==> src/rtl/gf_lsb_serial_mult_if.sv <==
// Operand/result handshake bundle for the digit-serial GF(2^M) multiplier.
// The master side issues operands and accepts results; the slave side is the multiplier.
interface gf_lsb_serial_mult_if #(
    parameter int M = 8
);
    logic         in_valid;
    logic         in_ready;
    logic [M-1:0] a;
    logic [M-1:0] b;
    logic [M-1:0] poly;
    logic         out_valid;
    logic         out_ready;
    logic [M-1:0] p;
    logic         busy;

    modport master (
        output in_valid, a, b, poly, out_ready,
        input  in_ready, out_valid, p, busy
    );

    modport slave (
        input  in_valid, a, b, poly, out_ready,
        output in_ready, out_valid, p, busy
    );
endinterface

==> src/rtl/gf_lsb_serial_mult.sv <==
// Digit-serial LSB-first GF(2^M) multiplier, D bits of b per cycle; result valid M/D cycles after accept.
// Result held in DONE until out_ready; a new operation can be accepted on the same edge the result retires.
module gf_lsb_serial_mult #(
    parameter int M = 8,
    parameter int D = 1
) (
    input  logic              clk,
    input  logic              rst,
    gf_lsb_serial_mult_if.slave bus
);
    localparam int            NDIG = M / D;
    localparam int            CW   = (NDIG > 1) ? $clog2(NDIG) : 1;
    localparam logic [CW-1:0] LAST = CW'(NDIG - 1);

    typedef enum logic [1:0] {IDLE, RUN, DONE} state_t;

    state_t        state_q;
    logic [M-1:0]  a_q;
    logic [M-1:0]  b_q;
    logic [M-1:0]  poly_q;
    logic [M-1:0]  acc_q;
    logic [M-1:0]  p_q;
    logic [CW-1:0] cnt_q;
    logic          out_valid_q;
    logic          busy_q;

    logic [M-1:0]  a_d;
    logic [M-1:0]  acc_d;
    logic [M-1:0]  b_d;
    logic          accept;
    logic          retire;

    assign bus.in_ready  = !rst && (state_q == IDLE || (state_q == DONE && bus.out_ready));
    assign accept        = bus.in_valid && bus.in_ready;
    assign retire        = out_valid_q && bus.out_ready;
    assign bus.out_valid = out_valid_q;
    assign bus.p         = p_q;
    assign bus.busy      = busy_q;

    // Each bit-step accumulates the current a before multiplying a by x and reducing.
    always_comb begin
        a_d   = a_q;
        acc_d = acc_q;
        for (int j = 0; j < D; j++) begin
            if (b_q[j]) begin
                acc_d = acc_d ^ a_d;
            end
            a_d = {a_d[M-2:0], 1'b0} ^ (a_d[M-1] ? poly_q : '0);
        end
        b_d = b_q >> D;
    end

    always_ff @(posedge clk) begin
        if (rst) begin
            state_q     <= IDLE;
            a_q         <= '0;
            b_q         <= '0;
            poly_q      <= '0;
            acc_q       <= '0;
            p_q         <= '0;
            cnt_q       <= '0;
            out_valid_q <= 1'b0;
            busy_q      <= 1'b0;
        end else if (accept) begin
            // Covers both the IDLE start and the DONE retire-and-restart overlap.
            a_q         <= bus.a;
            b_q         <= bus.b;
            poly_q      <= bus.poly;
            acc_q       <= '0;
            cnt_q       <= '0;
            out_valid_q <= 1'b0;
            busy_q      <= 1'b1;
            state_q     <= RUN;
        end else begin
            case (state_q)
                RUN: begin
                    a_q   <= a_d;
                    acc_q <= acc_d;
                    b_q   <= b_d;
                    cnt_q <= cnt_q + CW'(1);
                    if (cnt_q == LAST) begin
                        p_q         <= acc_d;
                        out_valid_q <= 1'b1;
                        busy_q      <= 1'b0;
                        state_q     <= DONE;
                    end
                end
                DONE: begin
                    if (retire) begin
                        out_valid_q <= 1'b0;
                        state_q     <= IDLE;
                    end
                end
                default: state_q <= IDLE;
            endcase
        end
    end
endmodule

==> src/flat_wrapper.sv <==
// flat-port wrapper written by rule: the top's interface ports become plain ports
module gf_lsb_serial_mult_flat 
#(
    parameter int M = 8,
    parameter int D = 1
)
  (clk, rst, bus_in_valid, bus_a, bus_b, bus_poly, bus_out_ready, bus_in_ready, bus_out_valid, bus_p, bus_busy);
  gf_lsb_serial_mult_if #(.M(M)) bus_i ();
  input  logic clk;
  input  logic rst;
  input wire logic [$bits(bus_i.in_valid)-1:0] bus_in_valid;
  input wire logic [$bits(bus_i.a)-1:0] bus_a;
  input wire logic [$bits(bus_i.b)-1:0] bus_b;
  input wire logic [$bits(bus_i.poly)-1:0] bus_poly;
  input wire logic [$bits(bus_i.out_ready)-1:0] bus_out_ready;
  output wire logic [$bits(bus_i.in_ready)-1:0] bus_in_ready;
  output wire logic [$bits(bus_i.out_valid)-1:0] bus_out_valid;
  output wire logic [$bits(bus_i.p)-1:0] bus_p;
  output wire logic [$bits(bus_i.busy)-1:0] bus_busy;
  assign bus_i.in_valid = bus_in_valid;
  assign bus_i.a = bus_a;
  assign bus_i.b = bus_b;
  assign bus_i.poly = bus_poly;
  assign bus_i.out_ready = bus_out_ready;
  assign bus_in_ready = bus_i.in_ready;
  assign bus_out_valid = bus_i.out_valid;
  assign bus_p = bus_i.p;
  assign bus_busy = bus_i.busy;
  gf_lsb_serial_mult #(.M(M), .D(D)) u_core (.clk(clk), .rst(rst), .bus(bus_i));
endmodule
==> config.mk <==
export PLATFORM = sky130hd
export DESIGN_NAME = gf_lsb_serial_mult_flat
export DESIGN_NICKNAME = d
export VERILOG_FILES = /design/src/rtl/gf_lsb_serial_mult_if.sv /design/src/rtl/gf_lsb_serial_mult.sv /design/src/flat_wrapper.sv
export SDC_FILE = /design/constraint.sdc
export NUM_CORES = 1
export LEC_CHECK = 0
export ABC_CLOCK_PERIOD_IN_PS = 2150
export CAP_MARGIN = 20
export CORE_AREA = 2 2 58 88
export DETAILED_ROUTE_END_ITERATION = 16
export DIE_AREA = 0 0 60 90
export PLACE_DENSITY_LB_ADDON = 0.3
export SKIP_CTS_REPAIR_TIMING = 1
export SYNTH_ARGS = -nofsm -noshare
export SYNTH_HDL_FRONTEND = slang
export SYNTH_SLANG_ARGS = --single-unit
==> constraint.sdc <==
create_clock -name clk -period 2.15 [get_ports clk]
set_input_delay 0.5375 -clock clk [delete_from_list [all_inputs] [get_ports clk]]
set_output_delay 0.5375 -clock clk [all_outputs]
set_load 0.02 [all_outputs]
## Word level (Yosys, flattened, before mapping)

Index checks and enable logic that the tools add are counted.

- Register bits: 47
- Input bits: 28
- Output and inout bits: 11
- Logic and storage cells: 53

- Add/sub/neg operators: 1
- Equal/unequal tests: 7
- Multiplexer cells: 16
- Bitwise logic cells: 3
- Reduce and logical (&&, ||, !) cells: 16

Operators with widths:

| kind | count |
|---|---|
| 2-to-1 mux 8 bit | 6 |
| XOR 8 bit | 2 |
| 2-to-1 mux 1 bit | 6 |
| != test 3 x 1 -> 1 bit (second input constant) | 2 |
| AND reduction 2 bit | 3 |
| AND reduction 3 bit | 2 |
| nonzero test 2 bit | 3 |
| logical AND 1 bit | 4 |
| 2-to-1 mux 2 bit | 2 |
| != test 2 x 1 -> 1 bit (second input constant) | 2 |
| one-hot mux 2 bit (2 select lines) | 1 |
| adder 3 x 1 -> 3 bit (second input constant) | 1 |
| equality test 3 bit (second input constant) | 1 |
| equality test 2 x 1 -> 1 bit (second input constant) | 1 |
| equality test 2 bit (second input constant) | 1 |
| logical NOT 2 bit | 1 |
| one-hot mux 1 bit (2 select lines) | 1 |
| OR reduction 2 bit | 1 |
| logical NOT 1 bit | 1 |
| logical OR 1 bit | 1 |
| inverter 1 bit | 1 |

## Depth between registers and ports, before layout

- Depth in word-level cells: 7
- Depth in mapped cells: 7
- Mapped depth without buffers: 5

## Worst setup path before layout

Ideal clock, no wire load.

- Path kind: input port to output port
- Start point: input port rst
- End point: output port bus_in_ready
- Data arrival time: 1.428 ns
- Data required time: 1.612 ns
- Path slack: 0.185 ns
- Cell stages on the path: 3
- Path buffers: 2
- Path through: clkbuf_1 -> clkbuf_1 -> nor3_1

- Word-level cells in the longest chain between the ends: 2

Ends and longest elaborated chain:

| what | RTL line | source |
|---|---|---|
| from (decl) | flat_wrapper.sv:10 | `input logic rst;` |
| logical NOT 1 bit | gf_lsb_serial_mult.sv:33 | `assign bus.in_ready = !rst && (state_q == IDLE \|\| (state_q == DONE && bus.out_ready));` |
| logical AND 1 bit | gf_lsb_serial_mult.sv:33 |  |
| to (decl) | flat_wrapper.sv:16 | `output wire logic [$bits(bus_i.in_ready)-1:0] bus_in_ready;` |

Every way passes these cells.

## Worst setup path in the final report

- Start point: input port bus_out_ready
- End point: output port bus_in_ready

- Word-level cells in the longest chain between the ends: 3

Ends and longest elaborated chain:

| what | RTL line | source |
|---|---|---|
| from (decl) | flat_wrapper.sv:15 | `input wire logic [$bits(bus_i.out_ready)-1:0] bus_out_ready;` |
| logical AND 1 bit | gf_lsb_serial_mult.sv:33 |  |
| logical OR 1 bit | gf_lsb_serial_mult.sv:33 |  |
| logical AND 1 bit | gf_lsb_serial_mult.sv:33 |  |

Every way passes these cells.

==> out/qor.txt <==
post-DR wirelength/cell -> 11.4 µm
Layout area overhead -> 28.8%
DR WL met3 -> 100 µm
synth top area cells -> dfxtp_1 (46%), nand2_1 (10%), xor2_1 (6.9%), nor2_1 (5.3%), a21oi_1 (5.2%)
Seq. cell area -> 941 µm²
CP Capture Type -> output pin
Initial Util -> 0.435
first-pass GRT wire length -> 7270 µm
ratio of final minimum period to clock period -> 0.935
CTS root buf -> clkbuf_8
# rows -> 31
Synth top area share -> 0.461
Antenna Cells -> 0
multi-input logic area -> 1030 µm²
crit start category -> input port
clock buffer depth -> 2
YS warnings -> 0
met2 routed WL -> 2040 µm
CP Class -> in2out
pwr dens -> 646 nW/µm²
Final Hold Viols -> 0
die area -> 5400 µm²
routed vias/inst -> 4.84
worst skew pair latency -> 0.30 ns
H-tree depth -> 2
critical path peak fanout -> 2
clock sink count -> 47
class of the worst hold path -> reg2reg
Syn Area/Cell -> 8.29 µm²
CP required -> 1.61 ns
I/O Pins -> 39
clock skew -> 0.00777 ns
Layout fillers -> 431
Syn Nets -> 276
RSZ-0062 raised after global routing -> no
crit path time final -> 2.01 ns
Final Setup Violations -> 0
status -> complete, no violations
DRT Pass-1 Iters -> 4
top-count cell post-synth -> nand2_1
CTS tree -> yes
peak supply drop -> 0.461 mV
Slew Limit Fails -> 0
CP cell instances -> clkdlybuf4s50_1 -> nor2b_4 -> nor3_1 -> dlymetal6s2s_1
main flop type after synthesis -> dfxtp_1
Final nets -> 317
crit path setup slack, layout -> 0.140 ns
EDFF count, synth -> 0
I/O Buffers -> 38
Core Region -> 4690 µm²
critical path's slowest cell -> clkdlybuf4s50_1
Die Span Y -> 90 µm
highest clock rate -> 0.498 GHz
pre-CTS WS -> -0.266 ns
Crit path largest cell delay -> 0.52 ns
top layer in use -> met4
CP arrival -> 1.47 ns
cell taking the most area after synthesis -> dfxtp_1
sequential share of the synthesized area -> 0.461
Tot GR Track Use -> 0.171
Num CTS Buffers -> 5
cells after synthesis -> 246
routed vias -> 1708
total of max-cap violations -> 0
clk slew on worst S/H paths -> 0.08 ns
layout cells sized above 1 -> 0.0836
GPL Wtd Cong -> 0.841
Final ANT Viol Nets -> 0
Setup TNS -> 0 ns
Yosys cell types -> 31
total grt overflow -> 0
top cells by count, synth -> nand2_1 (57), dfxtp_1 (47), nor2_1 (29)
# DRC -> 0
register bit count reported by yosys -> 47
initial antenna violation count -> 0
Die X-Extent -> 60 µm
post-DP HPWL -> 2940 µm
vias in the first global route -> 1729
Starting DRT DRC Count -> 31
M1 WL -> 1800 µm
final wirelength -> 4030 µm
ys async rst share -> 0
largest net degree at the start of global routing -> 24
leakage -> 0.935 nW
Post-Syn Area -> 2040 µm²
Slew Limit Headroom -> 0.596
Tightest Pin Transition -> 0.606 ns
-- per-layer routing --
metal  up-vias  GRT usage
met5         -          0
met4         0     0.0778
met3         8     0.0317
met2        26      0.303
met1       775      0.186
li1        899          -
-- through the flow --
stage | utilization | hold WS (ns) | std cells | instance area, µm² | power [mW]
2_1_floorplan | - | 0.436 | 246 | 2040 | 1.08
5_1_grt | 0.560 | 0.481 | 353 | 2630 | 1.78
3_3_place_gp | 0.540 | 0.444 | 346 | 2540 | 1.19
4_1_cts | 0.559 | 0.461 | 353 | 2620 | 1.72
6_report | 0.560 | 0.458 | 353 | 2630 | 1.70
3_5_place_dp | 0.540 | 0.449 | 346 | 2540 | 1.19
-- cell families (layout without fill, tap and decap cells) --
group,Yosys count,in the layout,share of synthesized area
and+or+nand+nor,108,108,0.231
DFF,47,47,0.461
buffers and inverters,16,57,0.0368
xor gates and xnor gates,24,24,0.103
muxes,1,1,0.00491
AOI/OAI and AO/OA,48,48,0.150
adders and majority gates,2,2,0.0123
-- flip-flops by register name, summed over array words and instances, names as in the netlist --
signal and flops:
u_core.bus.p 8, u_core.b_q 8, u_core.bus.busy 1, u_core.poly_q 8, u_core.state_q 2, u_core.acc_q 8
u_core.cnt_q 3, u_core.a_q 8, u_core.bus.out_valid 1
-- cell usage in the layout (no fill, tap or decap), drive strengths merged --
cell           instances
nand2                 57
dfxtp                 47
clkdlybuf4s50         37
nor2                  29
a21oi                 21
xor2                  16
buf                   12
a211oi                 9
nor3                   8
xnor2                  8
o22ai                  7
a22oi                  6
clkbuf                 6
nor2b                  4
nand2b                 3
o21ai                  2
ha                     2
and2                   1
nor3b                  1
or2                    1
and3b                  1
nor4b                  1
or4b                   1
o2bb2ai                1
mux2i                  1
a2bb2oi                1
a31oi                  1
nand3                  1
clkinv                 1
dlymetal6s2s           1
-- final timing paths --
| path | start | end | slack, ns | cells after the start |
|---|---|---|---|---|
| worst min-delay path | u_core.poly_q[3] | u_core.poly_q[3] | 0.46 | 2 |
| worst max-delay path | bus_out_ready | bus_in_ready | 0.14 | 4 |
| worst max register to register | u_core.state_q[0] | u_core.bus.p[3] | 0.51 | 5 |
| worst min register to register | u_core.poly_q[3] | u_core.poly_q[3] | 0.46 | 2 |
-- worst max-delay path, delay by kind of cell --
family	cells	cell delay (ns)
and+or+nand+nor	2	0.17
buffers and inverters	2	0.76
-- where the power goes --
part | switching (mW) | internal, mW
Sequential | 0.0370 | 0.906
Combinational | 0.101 | 0.122
Clock | 0.277 | 0.252
Total | 0.415 | 1.28
-- cell type report --
| class | count | area share |
|---|---|---|
| multi-input cells | 183 | 0.392 |
| flip-flops and latches | 47 | 0.358 |
| repair buffers | 50 | 0.185 |
| clock buffers | 6 | 0.0314 |
| well taps | 66 | 0.0314 |
| clock inverters | 1 | 0.00191 |
No activity file was read; power rests on OpenSTA's default activity.
